<file path="src/rtl/rv_multicycle_core.sv">
// rtl/rv_multicycle_core.sv - multicycle RV32I/RV32E execution core (FETCH_INSTR/FETCH_REGS/EXECUTE/HALT)
// Optional RV_CONTROL_FLOW_EN adds LUI, AUIPC, JAL, JALR and conditional branches.
module rv_multicycle_core #(
  parameter int          XLEN       = 32,
  parameter int          NREGS      = 32,
  parameter int          ADDR_W     = 16,
  parameter logic [31:0] RESET_ADDR = 32'h0
) (
  input  logic              clk,
  input  logic              resetn,
  output logic              imem_req,
  output logic [ADDR_W-1:0] imem_addr,
  input  logic              imem_ready,
  input  logic [31:0]       imem_rdata,
  input  logic [4:0]        dbg_sel,
  output logic [XLEN-1:0]   dbg_data,
  output logic [3:0]        state_o,
  output logic              halted,
  output logic              illegal
);

  if (XLEN != 32) begin : g_xlen_chk
    $error("rv_multicycle_core: XLEN must be 32");
  end
  if (NREGS != 32 && NREGS != 16) begin : g_nregs_chk
    $error("rv_multicycle_core: NREGS must be 32 or 16");
  end
  if (RESET_ADDR[1:0] != 2'b00) begin : g_reset_addr_chk
    $error("rv_multicycle_core: RESET_ADDR must be word-aligned");
  end

  typedef enum logic [3:0] {
    S_FETCH = 4'b0001,
    S_REGS  = 4'b0010,
    S_EXEC  = 4'b0100,
    S_HALT  = 4'b1000
  } state_t;

  localparam logic [31:0] NOP    = 32'h0000_0033;
  localparam logic [31:0] EBREAK = 32'h0010_0073;
  localparam logic [6:0]  OP_REG = 7'b0110011;
  localparam logic [6:0]  OP_IMM = 7'b0010011;
  localparam logic [6:0]  OP_SYS = 7'b1110011;
`ifdef RV_CONTROL_FLOW_EN
  localparam logic [6:0]  OP_LUI   = 7'b0110111;
  localparam logic [6:0]  OP_AUIPC = 7'b0010111;
  localparam logic [6:0]  OP_JAL   = 7'b1101111;
  localparam logic [6:0]  OP_JALR  = 7'b1100111;
  localparam logic [6:0]  OP_BR    = 7'b1100011;
`endif
  localparam logic RV32E = (NREGS == 16);

  state_t            state, state_nx;
  logic [XLEN-1:0]   pc, rs1, rs2;
  logic [31:0]       instr;
  // Always 32 entries; in RV32E the upper half is never written and reads as zero.
  logic [XLEN-1:0]   regs [32];

  logic [6:0]        opcode, f7;
  logic [4:0]        rd, shamt;
  logic [2:0]        f3;
  logic [XLEN-1:0]   iimm, alu_b, alu_y, nxt_pc, wb_val;
  logic              wb_en, trap, brk, use_rs1, use_rs2, use_rd;
`ifdef RV_CONTROL_FLOW_EN
  logic [XLEN-1:0]   bimm, jimm, uimm, target;
  logic              taken;
`endif

  assign opcode = instr[6:0];
  assign rd     = instr[11:7];
  assign f3     = instr[14:12];
  assign f7     = instr[31:25];
  assign iimm   = {{20{instr[31]}}, instr[31:20]};
  assign alu_b  = (opcode == OP_REG) ? rs2 : iimm;
  assign shamt  = alu_b[4:0];
`ifdef RV_CONTROL_FLOW_EN
  assign bimm   = {{20{instr[31]}}, instr[7], instr[30:25], instr[11:8], 1'b0};
  assign jimm   = {{12{instr[31]}}, instr[19:12], instr[20], instr[30:21], 1'b0};
  assign uimm   = {instr[31:12], 12'b0};
`endif

  // Reset pulls the request low asynchronously so a pending fetch is abandoned at once.
  assign imem_req  = (state == S_FETCH) && resetn;
  assign imem_addr = pc[ADDR_W-1:0];
  assign state_o   = state;
  assign dbg_data  = (dbg_sel == 5'd0 || (RV32E && dbg_sel[4])) ? '0 : regs[dbg_sel];

  always_comb begin
    alu_y = '0;
    case (f3)
      3'b000: alu_y = (opcode == OP_REG && f7[5]) ? rs1 - alu_b : rs1 + alu_b;
      3'b001: alu_y = rs1 << shamt;
      3'b010: alu_y = {{(XLEN-1){1'b0}}, $signed(rs1) < $signed(alu_b)};
      3'b011: alu_y = {{(XLEN-1){1'b0}}, rs1 < alu_b};
      3'b100: alu_y = rs1 ^ alu_b;
      3'b101: begin
        if (f7[5]) alu_y = $signed(rs1) >>> shamt;
        else       alu_y = rs1 >> shamt;
      end
      3'b110: alu_y = rs1 | alu_b;
      default: alu_y = rs1 & alu_b;
    endcase
  end

  always_comb begin
    nxt_pc  = pc + 32'd4;
    wb_en   = 1'b0;
    wb_val  = alu_y;
    trap    = 1'b0;
    brk     = 1'b0;
    use_rs1 = 1'b0;
    use_rs2 = 1'b0;
    use_rd  = 1'b0;
`ifdef RV_CONTROL_FLOW_EN
    target  = '0;
    taken   = 1'b0;
`endif
    case (opcode)
      OP_REG: begin
        {use_rs1, use_rs2, use_rd, wb_en} = 4'b1111;
        if (f7 != 7'h00 && f7 != 7'h20) trap = 1'b1;
        if (f7[5] && f3 != 3'b000 && f3 != 3'b101) trap = 1'b1;
      end
      OP_IMM: begin
        {use_rs1, use_rd, wb_en} = 3'b111;
        if (f3 == 3'b001 && f7 != 7'h00) trap = 1'b1;
        if (f3 == 3'b101 && f7 != 7'h00 && f7 != 7'h20) trap = 1'b1;
      end
      OP_SYS: begin
        if (instr == EBREAK) brk = 1'b1;
        else                 trap = 1'b1;
      end
`ifdef RV_CONTROL_FLOW_EN
      OP_LUI: begin
        {use_rd, wb_en} = 2'b11;
        wb_val = uimm;
      end
      OP_AUIPC: begin
        {use_rd, wb_en} = 2'b11;
        wb_val = pc + uimm;
      end
      OP_JAL: begin
        {use_rd, wb_en} = 2'b11;
        wb_val = pc + 32'd4;
        target = pc + jimm;
        nxt_pc = target;
        if (target[1]) trap = 1'b1;
      end
      OP_JALR: begin
        {use_rs1, use_rd, wb_en} = 3'b111;
        wb_val = pc + 32'd4;
        target = (rs1 + iimm) & ~32'd1;
        nxt_pc = target;
        if (target[1] || f3 != 3'b000) trap = 1'b1;
      end
      OP_BR: begin
        {use_rs1, use_rs2} = 2'b11;
        case (f3)
          3'b000:  taken = (rs1 == rs2);
          3'b001:  taken = (rs1 != rs2);
          3'b100:  taken = ($signed(rs1) < $signed(rs2));
          3'b101:  taken = ($signed(rs1) >= $signed(rs2));
          3'b110:  taken = (rs1 < rs2);
          3'b111:  taken = (rs1 >= rs2);
          default: trap  = 1'b1;
        endcase
        target = pc + bimm;
        if (taken) begin
          nxt_pc = target;
          if (target[1]) trap = 1'b1;
        end
      end
`endif
      default: trap = 1'b1;
    endcase
    if (RV32E && ((use_rs1 && instr[19]) || (use_rs2 && instr[24]) || (use_rd && instr[11])))
      trap = 1'b1;
  end

  always_comb begin
    state_nx = state;
    case (state)
      S_FETCH: if (imem_req && imem_ready) state_nx = S_REGS;
      S_REGS:  state_nx = S_EXEC;
      S_EXEC:  state_nx = (trap || brk) ? S_HALT : S_FETCH;
      S_HALT:  state_nx = S_HALT;
      default: state_nx = S_FETCH;
    endcase
  end

  always_ff @(posedge clk or negedge resetn) begin
    if (!resetn) begin
      state   <= S_FETCH;
      pc      <= RESET_ADDR;
      instr   <= NOP;
      rs1     <= '0;
      rs2     <= '0;
      halted  <= 1'b0;
      illegal <= 1'b0;
      for (int i = 0; i < 32; i++) regs[i] <= '0;
    end else begin
      state <= state_nx;
      case (state)
        S_FETCH: if (imem_req && imem_ready) instr <= imem_rdata;
        S_REGS: begin
          rs1 <= regs[instr[19:15]];
          rs2 <= regs[instr[24:20]];
        end
        S_EXEC: begin
          if (brk) halted <= 1'b1;
          else if (trap) illegal <= 1'b1;
          else begin
            pc <= nxt_pc;
            if (wb_en && rd != 5'd0) regs[rd] <= wb_val;
          end
        end
        default: ;
      endcase
    end
  end

endmodule

</file>
<file path="config.mk">
export PLATFORM = sky130hd
export DESIGN_NAME = rv_multicycle_core
export DESIGN_NICKNAME = d
export VERILOG_FILES = /design/src/rtl/rv_multicycle_core.sv
export SDC_FILE = /design/constraint.sdc
export NUM_CORES = 2
export LEC_CHECK = 0
export BUFFER_PORTS_ARGS = -buffer_cell sky130_fd_sc_hd__buf_2
export CAP_MARGIN = 20
export CORE_MARGIN = 2
export CORE_UTILIZATION = 55
export DETAILED_ROUTE_END_ITERATION = 7
export MAX_ROUTING_LAYER = met4
export PLACE_DENSITY_LB_ADDON = 0.3
export SLEW_MARGIN = 20
export SYNTH_ARGS = -nofsm -noshare
export SYNTH_HDL_FRONTEND = slang
export SYNTH_SLANG_ARGS = --single-unit
</file>
<file path="constraint.sdc">
create_clock -name clk -period 5.4 [get_ports clk]
set_input_delay 1.08 -clock clk [delete_from_list [all_inputs] [get_ports clk]]
set_output_delay 1.08 -clock clk [all_outputs]
set_load 0.05 [all_outputs]
</file>
==> out/summary.md <==
• **initial antenna violation count** 15
• **power density relative to cell area** 407 nW/µm²
• **setup slack after placement** -0.289 ns
• **measured slew at the worst slew-check pin** 1.21 ns
• **final count of hold timing violations** 0
• **capturing element type of the critical path** flip-flop
• **total via count after detailed routing** 62300
• **I/O Pins** 95
• **root buffer cell** sky130_fd_sc_hd__clkbuf_16
• **total power of the final layout** 34.0 mW
• **DR WL/cell** 33.9 µm
• **top cells by area, synth** sky130_fd_sc_hd__dfrtp_1 (38%), sky130_fd_sc_hd__mux4_2 (29%), sky130_fd_sc_hd__o21ai_0 (4.3%)
• **first-pass GRT wire length** 424 mm
• **count of buffers inserted at the top-level ports** 92
• **TritonCTS clock tree** done
• **gate count of the mapped netlist** 6725
• **count of state elements after synthesis** 1140
• **worst hold slack after final layout** 0.281 ns
• **maximum fanout encountered on the critical timing path** 31
• **post-synth design cell area** 74800 µm²
• **overall global routing resource usage** 43.2%
• **source of the worst register-to-register timing path** instr[5]
• **most common library cells after synthesis** sky130_fd_sc_hd__dfrtp_1 (1135), sky130_fd_sc_hd__mux4_2 (969), sky130_fd_sc_hd__nand2_1 (853), sky130_fd_sc_hd__o21ai_0 (640), sky130_fd_sc_hd__nor2_1 (608)
• **Placer Congestion** 1.06
• **Placement Cell Area** 78900 µm²
• **Synth Warn #** 0
• **cell taking the most area after synthesis** sky130_fd_sc_hd__dfrtp_1
• **required time reported for the critical path endpoint** 5.95 ns
• **largest net degree at the start of global routing** 159
• **number of distinct library cell variants in the gate-level netlist after synthesis** 97
• **time the final worst path needs with I/O delays and setup** 5.32 ns
• **post-synthesis to final-layout area growth** 11.5%
• **final worst setup slack** 0.0796 ns
• **Pins Over Slew Limit** 0
• **post-synth top area share** 38.0%
• **worst clock skew** 0.0873 ns
• **Final Instance Area** 83400 µm²
• **worst r2r dst** regs[984]
• **clock latency of the later-clocked register in the worst-skew pair** 0.79 ns
• **DR iter-0 viols** 9206
• **FMAX** 188 MHz
• **average size of a mapped cell** 11.1 µm²
• **worst voltage drop across the vdd grid** 285 µV
• **setup slack, reg-to-reg** 0.08 ns
• **Overflow after GRT** 0
• **number of nets in the layout** 6803
• **Die Footprint** 139000 µm²
• **clock-pin slew on the worst setup and hold paths** 0.06 ns
• **type of element launching the critical path** flip-flop
• **Routed Wire Length** 291 mm
• **Chip Width** 373 µm
• **residual antenna-violating net count after detailed routing** 0
• **hold buffer count at cts** 0
• **Via density** 7.27
• **height of the die** 373 µm
• **fraction of final layout cells with drive strength greater than 1** 29.3%
• **sequential cell area fraction in the yosys report** 38.1%
• **starting utilization of the core area** 55.3%
• **Setup crit start** instr[5]
• **worst-case clock buffer depth** 3
• **FFs w/ async S/R, synth** 100%
• **total setup violations reported at the end of the flow** 0
• **via count of the first global-routing pass** 61000
• **WP data arrival** 5.87 ns
• **Worst slew margin** 19.2%
• **fraction of the cycle the final worst path needs** 98.5%
• **number of buffers created by CTS** 118
• **Tightest Hold Check Type** input port to asynchronous set/reset pin
• **Residual DRC** 0
• **max cap viols** 0
• **Primary FF master, synth** sky130_fd_sc_hd__dfrtp_1
• **total leakage power** 34.9 nW
• **accumulated negative setup slack** 0 ns
• **status** finished, final reports clean
• **half-perimeter wire length after placement** 192 mm
• **setup repair after global routing missed its margin** no
• **number of enable flip-flop cells after synthesis** 0
• **Setup Crit Path Kind** flip-flop to flip-flop
• **area of the core** 135000 µm²
• **FP Rows** 135
• **number of sinks handled by clock tree synthesis** 1140
• **FF-to-FF path depth** 17
• **leading cell type by number of instances after synthesis** sky130_fd_sc_hd__dfrtp_1
• **number of H-tree branching levels** 3
• **drt pass-1 iters** 8
-- how the worst max path moves through the flow --
stage | to | cells past startpoint
2_1_floorplan | regs[340] | 20
3_3_place_gp | regs[980] | 18
3_5_place_dp | regs[980] | 18
4_1_cts | regs[984] | 20
5_1_grt | regs[607] | 15
6_report | regs[984] | 17
-- through the flow --
step           cells  utilization (%)
5_1_grt         8566             61.7
3_5_place_dp    8329             58.3
4_1_cts         8552             61.6
2_1_floorplan   6726                -
3_3_place_gp    8329             58.3
6_report        8567             61.7
-- placed cells by master (no fill, tap or decap), drive strengths merged, types with 42 or more instances in the layout --
| cell type | Yosys | final |
|---|---|---|
| dfrtp | 1135 | 1135 |
| clkbuf | 524 | 170 |
| mux4 | 969 | 969 |
| nand2 | 854 | 854 |
| ha | 93 | 93 |
| a31oi | 69 | 69 |
| nand3 | 100 | 100 |
| nor3 | 47 | 47 |
| o21ai | 652 | 652 |
| nor2 | 609 | 609 |
| a21oi | 544 | 544 |
| inv | 106 | 109 |
| mux2 | 168 | 168 |
| mux2i | 108 | 108 |
| a211oi | 48 | 48 |
| buf | 168 | 515 |
| a21o | 42 | 42 |
-- sequential cells by signal (all words and copies together), names as in the netlist --
name	count
illegal	1
halted	1
pc	14
rs1	32
regs	1024
rs2	32
instr	32
state_o	4
-- layout make-up --
cell class	instances	area (µm²)
fillers	10600	51900
diodes	14	35.0
flip-flops and latches	1140	28600
inverters	109	409
multi-input cells	4785	43500
repair buffers	515	4370
well taps	1781	2230
clock inverters	53	868
clock buffers	170	3480
-- cells by family (layout without fill, tap and decap cells) --
kind of cell	Yosys count	after routing	share of synthesized area (%)
AO/OA/AOI/OAI	1627	1627	12.6
XOR/XNOR	42	42	0.492
flip-flops	1140	1140	38.1
buffers and inverters	801	847	4.21
other	1	16	0.00501
AND/OR/NAND/NOR	1775	1775	9.85
multiplexers	1245	1245	33.1
adder cells (fa/ha/maj)	94	94	1.58
-- critical path: stages (launching register included) --
cell and delay, ns:
sky130_fd_sc_hd__dfstp_2 0.58, sky130_fd_sc_hd__and4b_1 0.23, sky130_fd_sc_hd__buf_4 0.30, sky130_fd_sc_hd__a21oi_1 0.21
sky130_fd_sc_hd__nor2_4 0.20, sky130_fd_sc_hd__inv_2 0.10, sky130_fd_sc_hd__ha_1 0.31, sky130_fd_sc_hd__inv_1 0.06
sky130_fd_sc_hd__ha_1 0.17, sky130_fd_sc_hd__a31oi_1 0.30, sky130_fd_sc_hd__o21ai_0 0.36, sky130_fd_sc_hd__a22oi_1 0.59
sky130_fd_sc_hd__nand2_1 0.20, sky130_fd_sc_hd__a221oi_4 0.36, sky130_fd_sc_hd__xnor2_1 0.26, sky130_fd_sc_hd__a2111oi_4 0.48
sky130_fd_sc_hd__buf_12 0.24, sky130_fd_sc_hd__a21oi_1 0.09
-- layer usage --
layer / vias to the layer above / routed length (µm) / share of wire [%] / global-route usage, %
li1: 25300 / - / - / -
met1: 31600 / 106000 / 37 / 56.6
met2: 4455 / 128000 / 44 / 61.6
met3: 1007 / 35700 / 12 / 11.0
met4: 0 / 20600 / 7.1 / 24.7
met5: - / 0 / 0 / -
-- repair_timing --
item | 4_1_cts | 5_1_grt
gates resized for setup | 5 | 14
setup buffers | 0 | 0
hold endpoints to repair | 0 | 0
pin swaps | 0 | 2
endpoints found under the setup margin | 233 | 199
-- report_power, final --
| group | total [mW] | internal [mW] | switching, mW |
|---|---|---|---|
| sequential | 9.70 | 8.83 | 0.867 |
| combinational | 15.2 | 5.00 | 10.2 |
| clock | 9.04 | 5.36 | 3.69 |
Note: power is estimated with default switching activity, not from simulation.
